[src/rtl/vga_rect_plot_sched.sv]
// vga_rect_plot_sched: round-robin scheduler that shares the vga_adapter
// single-pixel plot port between two rectangle-fill requesters.
// Each granted rectangle is drawn one pixel per clock in raster order.
// Pixels that fall outside the visible screen are clipped.
// Optional build macro CLEAR_ON_RESET_EN: after reset the whole screen is swept
// with colour 0 before any request is served.
//
// Handshake: req[i] is a level request. The requester holds req[i] and its
// parameters stable until ack[i] pulses. ack[i] pulses for one cycle in the
// same cycle as the first pixel. After ack the parameters may change. req[i]
// still high after done[i] counts as a new request.
module vga_rect_plot_sched #(
  parameter int X_W      = 8,
  parameter int Y_W      = 7,
  parameter int COLOUR_W = 3,
  parameter int SCREEN_W = 160,
  parameter int SCREEN_H = 120
) (
  input  logic                  clock,
  input  logic                  resetn,
  input  logic [1:0]            req,
  input  logic [2*X_W-1:0]      req_x0,
  input  logic [2*Y_W-1:0]      req_y0,
  input  logic [2*X_W-1:0]      req_w,
  input  logic [2*Y_W-1:0]      req_h,
  input  logic [2*COLOUR_W-1:0] req_col,
  output logic [1:0]            ack,
  output logic [1:0]            done,
  output logic                  busy,
  output logic [X_W-1:0]        x,
  output logic [Y_W-1:0]        y,
  output logic [COLOUR_W-1:0]   colour,
  output logic                  plot,
  output logic [1:0]            dbg_state
);

  typedef enum logic [1:0] {
    S_IDLE  = 2'd0,
    S_DRAW  = 2'd1,
    S_FIN   = 2'd2,
    S_CLEAR = 2'd3
  } state_t;

  localparam logic [X_W:0] SCR_W = (X_W+1)'(SCREEN_W);
  localparam logic [Y_W:0] SCR_H = (Y_W+1)'(SCREEN_H);
`ifdef CLEAR_ON_RESET_EN
  localparam logic [X_W-1:0] CLR_X_LAST = X_W'(SCREEN_W - 1);
  localparam logic [Y_W-1:0] CLR_Y_LAST = Y_W'(SCREEN_H - 1);
`endif

  state_t                state, state_n;
  logic                  last_grant, last_grant_n;
  logic                  gnt, gnt_n;
  logic [X_W-1:0]        rx0, rx0_n, rw, rw_n, cx, cx_n;
  logic [Y_W-1:0]        ry0, ry0_n, rh, rh_n, cy, cy_n;
  logic [COLOUR_W-1:0]   rcol, rcol_n;
  logic [1:0]            ack_n, done_n;
  logic                  busy_n, plot_n;
  logic [X_W-1:0]        x_n;
  logic [Y_W-1:0]        y_n;
  logic [COLOUR_W-1:0]   colour_n;

  // Pixel emitter inputs: base + offset, enable and colour
  logic                  emit;
  logic [X_W-1:0]        ex0, ecx;
  logic [Y_W-1:0]        ey0, ecy;
  logic [COLOUR_W-1:0]   ecol;
  logic [X_W:0]          px;
  logic [Y_W:0]          py;
  logic                  gsel;
  logic                  last_px;

  assign dbg_state = state;

  // Next-state, arbitration, raster counters and registered-output values
  always_comb begin
    state_n      = state;
    last_grant_n = last_grant;
    gnt_n        = gnt;
    rx0_n        = rx0;
    ry0_n        = ry0;
    rw_n         = rw;
    rh_n         = rh;
    rcol_n       = rcol;
    cx_n         = cx;
    cy_n         = cy;
    ack_n        = 2'b00;
    done_n       = 2'b00;
    plot_n       = 1'b0;
    x_n          = x;
    y_n          = y;
    colour_n     = colour;
    emit         = 1'b0;
    ex0          = rx0;
    ey0          = ry0;
    ecx          = '0;
    ecy          = '0;
    ecol         = rcol;
    gsel         = 1'b0;
    last_px      = 1'b0;
    px           = '0;
    py           = '0;

    case (state)
      S_IDLE: begin
        if (req != 2'b00) begin
          // Both requesting: the one not served last time wins
          gsel         = (req == 2'b11) ? ~last_grant : req[1];
          rx0_n        = gsel ? req_x0[2*X_W-1:X_W]           : req_x0[X_W-1:0];
          ry0_n        = gsel ? req_y0[2*Y_W-1:Y_W]           : req_y0[Y_W-1:0];
          rw_n         = gsel ? req_w[2*X_W-1:X_W]            : req_w[X_W-1:0];
          rh_n         = gsel ? req_h[2*Y_W-1:Y_W]            : req_h[Y_W-1:0];
          rcol_n       = gsel ? req_col[2*COLOUR_W-1:COLOUR_W] : req_col[COLOUR_W-1:0];
          cx_n         = '0;
          cy_n         = '0;
          gnt_n        = gsel;
          last_grant_n = gsel;
          ack_n[gsel]  = 1'b1;
          state_n      = S_DRAW;
          // First pixel goes out together with ack
          emit         = (rw_n != '0) && (rh_n != '0);
          ex0          = rx0_n;
          ey0          = ry0_n;
          ecol         = rcol_n;
        end
      end
      S_DRAW: begin
        // cx/cy index the pixel currently on the outputs
        last_px = (rw == '0) || (rh == '0) ||
                  (((cx + 1'b1) == rw) && ((cy + 1'b1) == rh));
        if (last_px) begin
          state_n     = S_FIN;
          done_n[gnt] = 1'b1;
        end else begin
          if ((cx + 1'b1) == rw) begin
            cx_n = '0;
            cy_n = cy + 1'b1;
          end else begin
            cx_n = cx + 1'b1;
          end
          emit = 1'b1;
          ecx  = cx_n;
          ecy  = cy_n;
        end
      end
      S_FIN: begin
        state_n = S_IDLE;
      end
`ifdef CLEAR_ON_RESET_EN
      S_CLEAR: begin
        emit = 1'b1;
        ex0  = '0;
        ey0  = '0;
        ecx  = cx;
        ecy  = cy;
        ecol = '0;
        if ((cx == CLR_X_LAST) && (cy == CLR_Y_LAST)) begin
          state_n = S_IDLE;
          cx_n    = '0;
          cy_n    = '0;
        end else if (cx == CLR_X_LAST) begin
          cx_n = '0;
          cy_n = cy + 1'b1;
        end else begin
          cx_n = cx + 1'b1;
        end
      end
`endif
      default: begin
        state_n = S_IDLE;
      end
    endcase

    // Shared pixel emitter with screen-edge clipping; outputs hold when not plotting
    px = {1'b0, ex0} + {1'b0, ecx};
    py = {1'b0, ey0} + {1'b0, ecy};
    if (emit && (px < SCR_W) && (py < SCR_H)) begin
      plot_n   = 1'b1;
      x_n      = px[X_W-1:0];
      y_n      = py[Y_W-1:0];
      colour_n = ecol;
    end

    // The cycle showing the final clear pixel still counts as busy
    busy_n = (state_n != S_IDLE) || (state == S_CLEAR);
  end

  // State and registered outputs; asynchronous reset abandons any rectangle
  always_ff @(posedge clock or negedge resetn) begin
    if (!resetn) begin
`ifdef CLEAR_ON_RESET_EN
      state <= S_CLEAR;
`else
      state <= S_IDLE;
`endif
      last_grant <= 1'b1;
      gnt        <= 1'b0;
      rx0        <= '0;
      ry0        <= '0;
      rw         <= '0;
      rh         <= '0;
      rcol       <= '0;
      cx         <= '0;
      cy         <= '0;
      ack        <= 2'b00;
      done       <= 2'b00;
      busy       <= 1'b0;
      plot       <= 1'b0;
      x          <= '0;
      y          <= '0;
      colour     <= '0;
    end else begin
      state      <= state_n;
      last_grant <= last_grant_n;
      gnt        <= gnt_n;
      rx0        <= rx0_n;
      ry0        <= ry0_n;
      rw         <= rw_n;
      rh         <= rh_n;
      rcol       <= rcol_n;
      cx         <= cx_n;
      cy         <= cy_n;
      ack        <= ack_n;
      done       <= done_n;
      busy       <= busy_n;
      plot       <= plot_n;
      x          <= x_n;
      y          <= y_n;
      colour     <= colour_n;
    end
  end

endmodule

[config.mk]
export PLATFORM = sky130hd
export DESIGN_NAME = vga_rect_plot_sched
export DESIGN_NICKNAME = d
export VERILOG_FILES = /design/src/rtl/vga_rect_plot_sched.sv
export SDC_FILE = /design/constraint.sdc
export NUM_CORES = 1
export LEC_CHECK = 0
export CORE_MARGIN = 5
export CORE_UTILIZATION = 43
export DETAILED_ROUTE_END_ITERATION = 10
export DONT_BUFFER_PORTS = 1
export GPL_TIMING_DRIVEN = 0
export HOLD_SLACK_MARGIN = 0.05
export MAX_ROUTING_LAYER = met4
export RECOVER_POWER = 25
export SLEW_MARGIN = 20
export SYNTH_ARGS = -nofsm -noshare
export SYNTH_HDL_FRONTEND = slang
export SYNTH_SLANG_ARGS = --single-unit
[constraint.sdc]
create_clock -name clock -period 9.3 [get_ports clock]
set_input_delay 2.325 -clock clock [delete_from_list [all_inputs] [get_ports clock]]
set_output_delay 2.325 -clock clock [all_outputs]
set_load 0.005 [all_outputs]
==> impl_metrics.yaml, run 1 <==
clocking:
  cts.clk_slew.worst_paths_ps: 80
  htreeDepth: 3
  cts-buffers-inserted: 9
  clockBufferDepth: 2
  cts_setup_buffers: 0
  cts_resized: 0
  cts-root-buf: "clkbuf_8"
  cts_num_sinks: 76
  clock_latency_ps: 340
  tritoncts: "yes"
  cts-hold-fix-buffers: 0
routing:
  drt_iter0_markers: 147
  firstDrtPassIters: 4
  antenna_left: 0
  drcViolationCount: 0
  wl_per_cell_um: 16.9
  vias_per_cell: 5.59
  dr_wl_met3_um: 757
  wl_met1_um: 4810
  wirelength_um: 10100
  dr_wl_met2_um: 4410
  highest_layer: "met4"
  vias: 3333
critical_path:
  endpoint_kind: "flip-flop"
  r2r_cells: 16
  crit_slowest_cell: "buf_1"
  crit_path_max_fanout: 10
  startpoint: "req[1]"
  cp_data_arrival_time_ps: 7390
  ff2ff_setup_slack_ps: 3750
  reg2reg_to: "colour[2]"
  path_cells: "a21boi_0 > buf_1 > and2_1 > clkbuf_1 > clkbuf_1 > a22oi_1 > nand2_1 > ha_1 > a211oi_1 > o21ai_0 > a211o_1 > a211oi_1 > o21ai_0 > nand4_2 > buf_4 > mux2_2"
  startpoint_type: "primary input"
  slowest_delay_ps: 610
  critPathCapture: "colour[2]"
  path_class: "in2reg"
  required_ps: 9530
  reg2reg_from: "last_grant"
final_layout:
  diodes: 0
  final_area_um2: 4900
  drive_gt1_frac: 0.120
  finalNonFillerCells: 596
  fin_nets: 544
  synthToLayoutAreaGrowth_pct: 8.60
die:
  rows: 37
  fp.dieArea_um2: 12600
  fp.dieH_um: 112
  die_w_um: 112
  core-area_um2: 10300
  ios: 96
  initial_core_util: 0.439
global_route:
  grt_start_max_net_pins: 77
  grt_pass1_wl_um: 17000
  antenna_found_initial: 0
  grt_pass1_vias: 3444
  gr-total-overflow: 0
  track_usage: 0.172
place:
  dp_hpwl_um: 7850
  place_ws_ps: 1860
  io_buffers: 0
  place_inst: 580
  place.gp.congestion: 0.877
  placed_area_um2: 4680
logic_synthesis:
  ys_top_cells_by_count: "dfrtp_1 (75), nand2_1 (58), o21ai_0 (30)"
  syn_area_per_cell_um2: 10.2
  synth_top_cell_area_share: 0.416
  ys_seq_area_frac: 0.422
  synth_seq_cells: 76
  synth_nets: 533
  ys.flop_type: "dfrtp_1"
  synthesis.area_um2: 4510
  synth_edf_count: 0
  synthArstFlopShare: 1.00
  synthTopCellsByArea: "dfrtp_1 (42%), nand2_1 (4.8%), ha_1 (4.7%), mux2i_1 (4.4%), mux2_2 (4.2%)"
  postSynthCellCount: 444
  synth.most_common_cell: "dfrtp_1"
  yosysTopAreaCell: "dfrtp_1"
  yosys_warnings: 0
  synth.distinct_cells: 60
pwr:
  power.leakage_nw: 2.22
  p_per_area_nw_per_um2: 375
  ir_drop_mv: 0.168
worst_hold_path:
  hold_class: "reg2reg"
  min_from: "gnt"
timing:
  setup_viol: 0
  setup_ws_ps: 2140
  rsz0062_at_grt: "false"
  fmax_ghz: 0.140
  fin_skew_ps: 9.73
  slew_violations: 0
  final-hold-violation-count: 0
  slew_headroom: 0.448
  min_period_over_period: 0.770
  min_period_ps: 7160
  worstMarginPinSlew_ps: 822
  setup-tns-final_ps: 0
flow_run:
  maxCapViolCount: 0
status:
  status: "complete, no violations"
==> where the power goes <==
part	switching, W	total [W]	internal [W]	leakage (nW)
combinational	0.000517	0.000961	0.000444	1.16
sequential	0.000112	0.000596	0.000485	0.952
clock	0.000119	0.000277	0.000158	0.107
==> worst max-delay path, delay by kind of cell <==
| family | cells | cell delay [ps] |
|---|---|---|
| AOI/OAI and AO/OA | 7 | 2060 |
| adders and majority gates | 1 | 260 |
| buffers and inverters | 4 | 1650 |
| and+or+nand+nor | 3 | 740 |
| muxes | 1 | 350 |
==> state kept, by name (all words and copies together), names as in the netlist <==
signal,cells
last_grant,1
ack,2
rx0,8
done,2
cy,7
ry0,7
busy,1
rcol,3
rh,7
x,8
gnt,1
y,7
dbg_state,2
colour,3
cx,8
plot,1
rw,8
==> per-stage QoR <==
stage               hold WS, ps   util  total power [W]
finish                      462  0.477          0.00184
global route                489  0.477          0.00200
CTS                         462  0.477          0.00186
detailed placement          448  0.455          0.00158
global placement            427  0.455          0.00155
floorplan                   417      -          0.00136
==> routing by layer <==
metal / vias up / global-route usage
li1: 1642 / -
met1: 1574 / 0.240
met2: 109 / 0.249
met3: 8 / 0.0323
met4: 0 / 0.0641
met5: - / -
==> area by class of cell <==
| type | count | area, um^2 |
|---|---|---|
| fill | 998 | 5380 |
| sequential | 76 | 1900 |
| multi-input combinational | 340 | 2470 |
| tap | 136 | 170 |
| buffer | 17 | 93.8 |
| clock inverter | 4 | 72.6 |
| inverter | 11 | 41.3 |
| clock buffer | 12 | 145 |
==> cell usage in the layout (no fill, tap or decap), types with 6 or more instances in the layout <==
master / synthesis / routed
nand2_1: 58 / 58
xor2_1: 12 / 12
clkbuf_8: 0 / 10
inv_1: 10 / 10
nor4_1: 11 / 11
o21ai_0: 30 / 30
dfrtp_1: 75 / 75
a21oi_1: 8 / 8
a22oi_1: 18 / 18
a211oi_1: 8 / 8
nand3_1: 7 / 7
clkbuf_1: 7 / 9
o31ai_1: 6 / 6
mux2i_1: 20 / 20
ha_1: 17 / 17
nor2_1: 24 / 24
xnor2_1: 20 / 20
a21o_1: 13 / 13
mux2_2: 17 / 17
nor3_1: 6 / 6
==> worst min path at each step <==
stage / endpoint / slack [ps] / depth (start not counted)
3_3_place_gp: done[0] / 430 / 1
4_1_cts: done[0] / 460 / 1
5_1_grt: ry0[6] / 490 / 2
6_report: done[0] / 460 / 1
3_5_place_dp: done[0] / 450 / 1
2_1_floorplan: done[0] / 420 / 1
==> kinds of logic (layout without fill, tap and decap cells) <==
| logic type | count (synthesis) | after routing | share of synthesized area |
|---|---|---|---|
| mux | 38 | 38 | 0.0918 |
| buf+inv | 28 | 44 | 0.0300 |
| flops | 76 | 76 | 0.422 |
| compound gates | 108 | 108 | 0.173 |
| simple gates | 142 | 142 | 0.160 |
| fa+ha+maj | 19 | 19 | 0.0560 |
| xor+xnor | 33 | 33 | 0.0671 |
(Power assumes the default switching activity.)
==> run 2, diff against run 1 <==
==> constraint.sdc (replaced) <==
create_clock -name clock -period 7.48 [get_ports clock]
set_input_delay 1.87 -clock clock [delete_from_list [all_inputs] [get_ports clock]]
set_output_delay 1.87 -clock clock [all_outputs]
set_load 0.005 [all_outputs]
==> results of run 2 <==
Same layout as run 1 (identical final DEF). Status: complete, no violations.
Main changes from that run: setup slack after placement 1860 ps -> 499 ps; setup slack after layout 2140 ps -> 777 ps; register-to-register setup slack 3750 ps -> 1930 ps; total power 0.00184 W -> 0.00228 W; worst IR drop on VDD 0.168 mV -> 0.209 mV
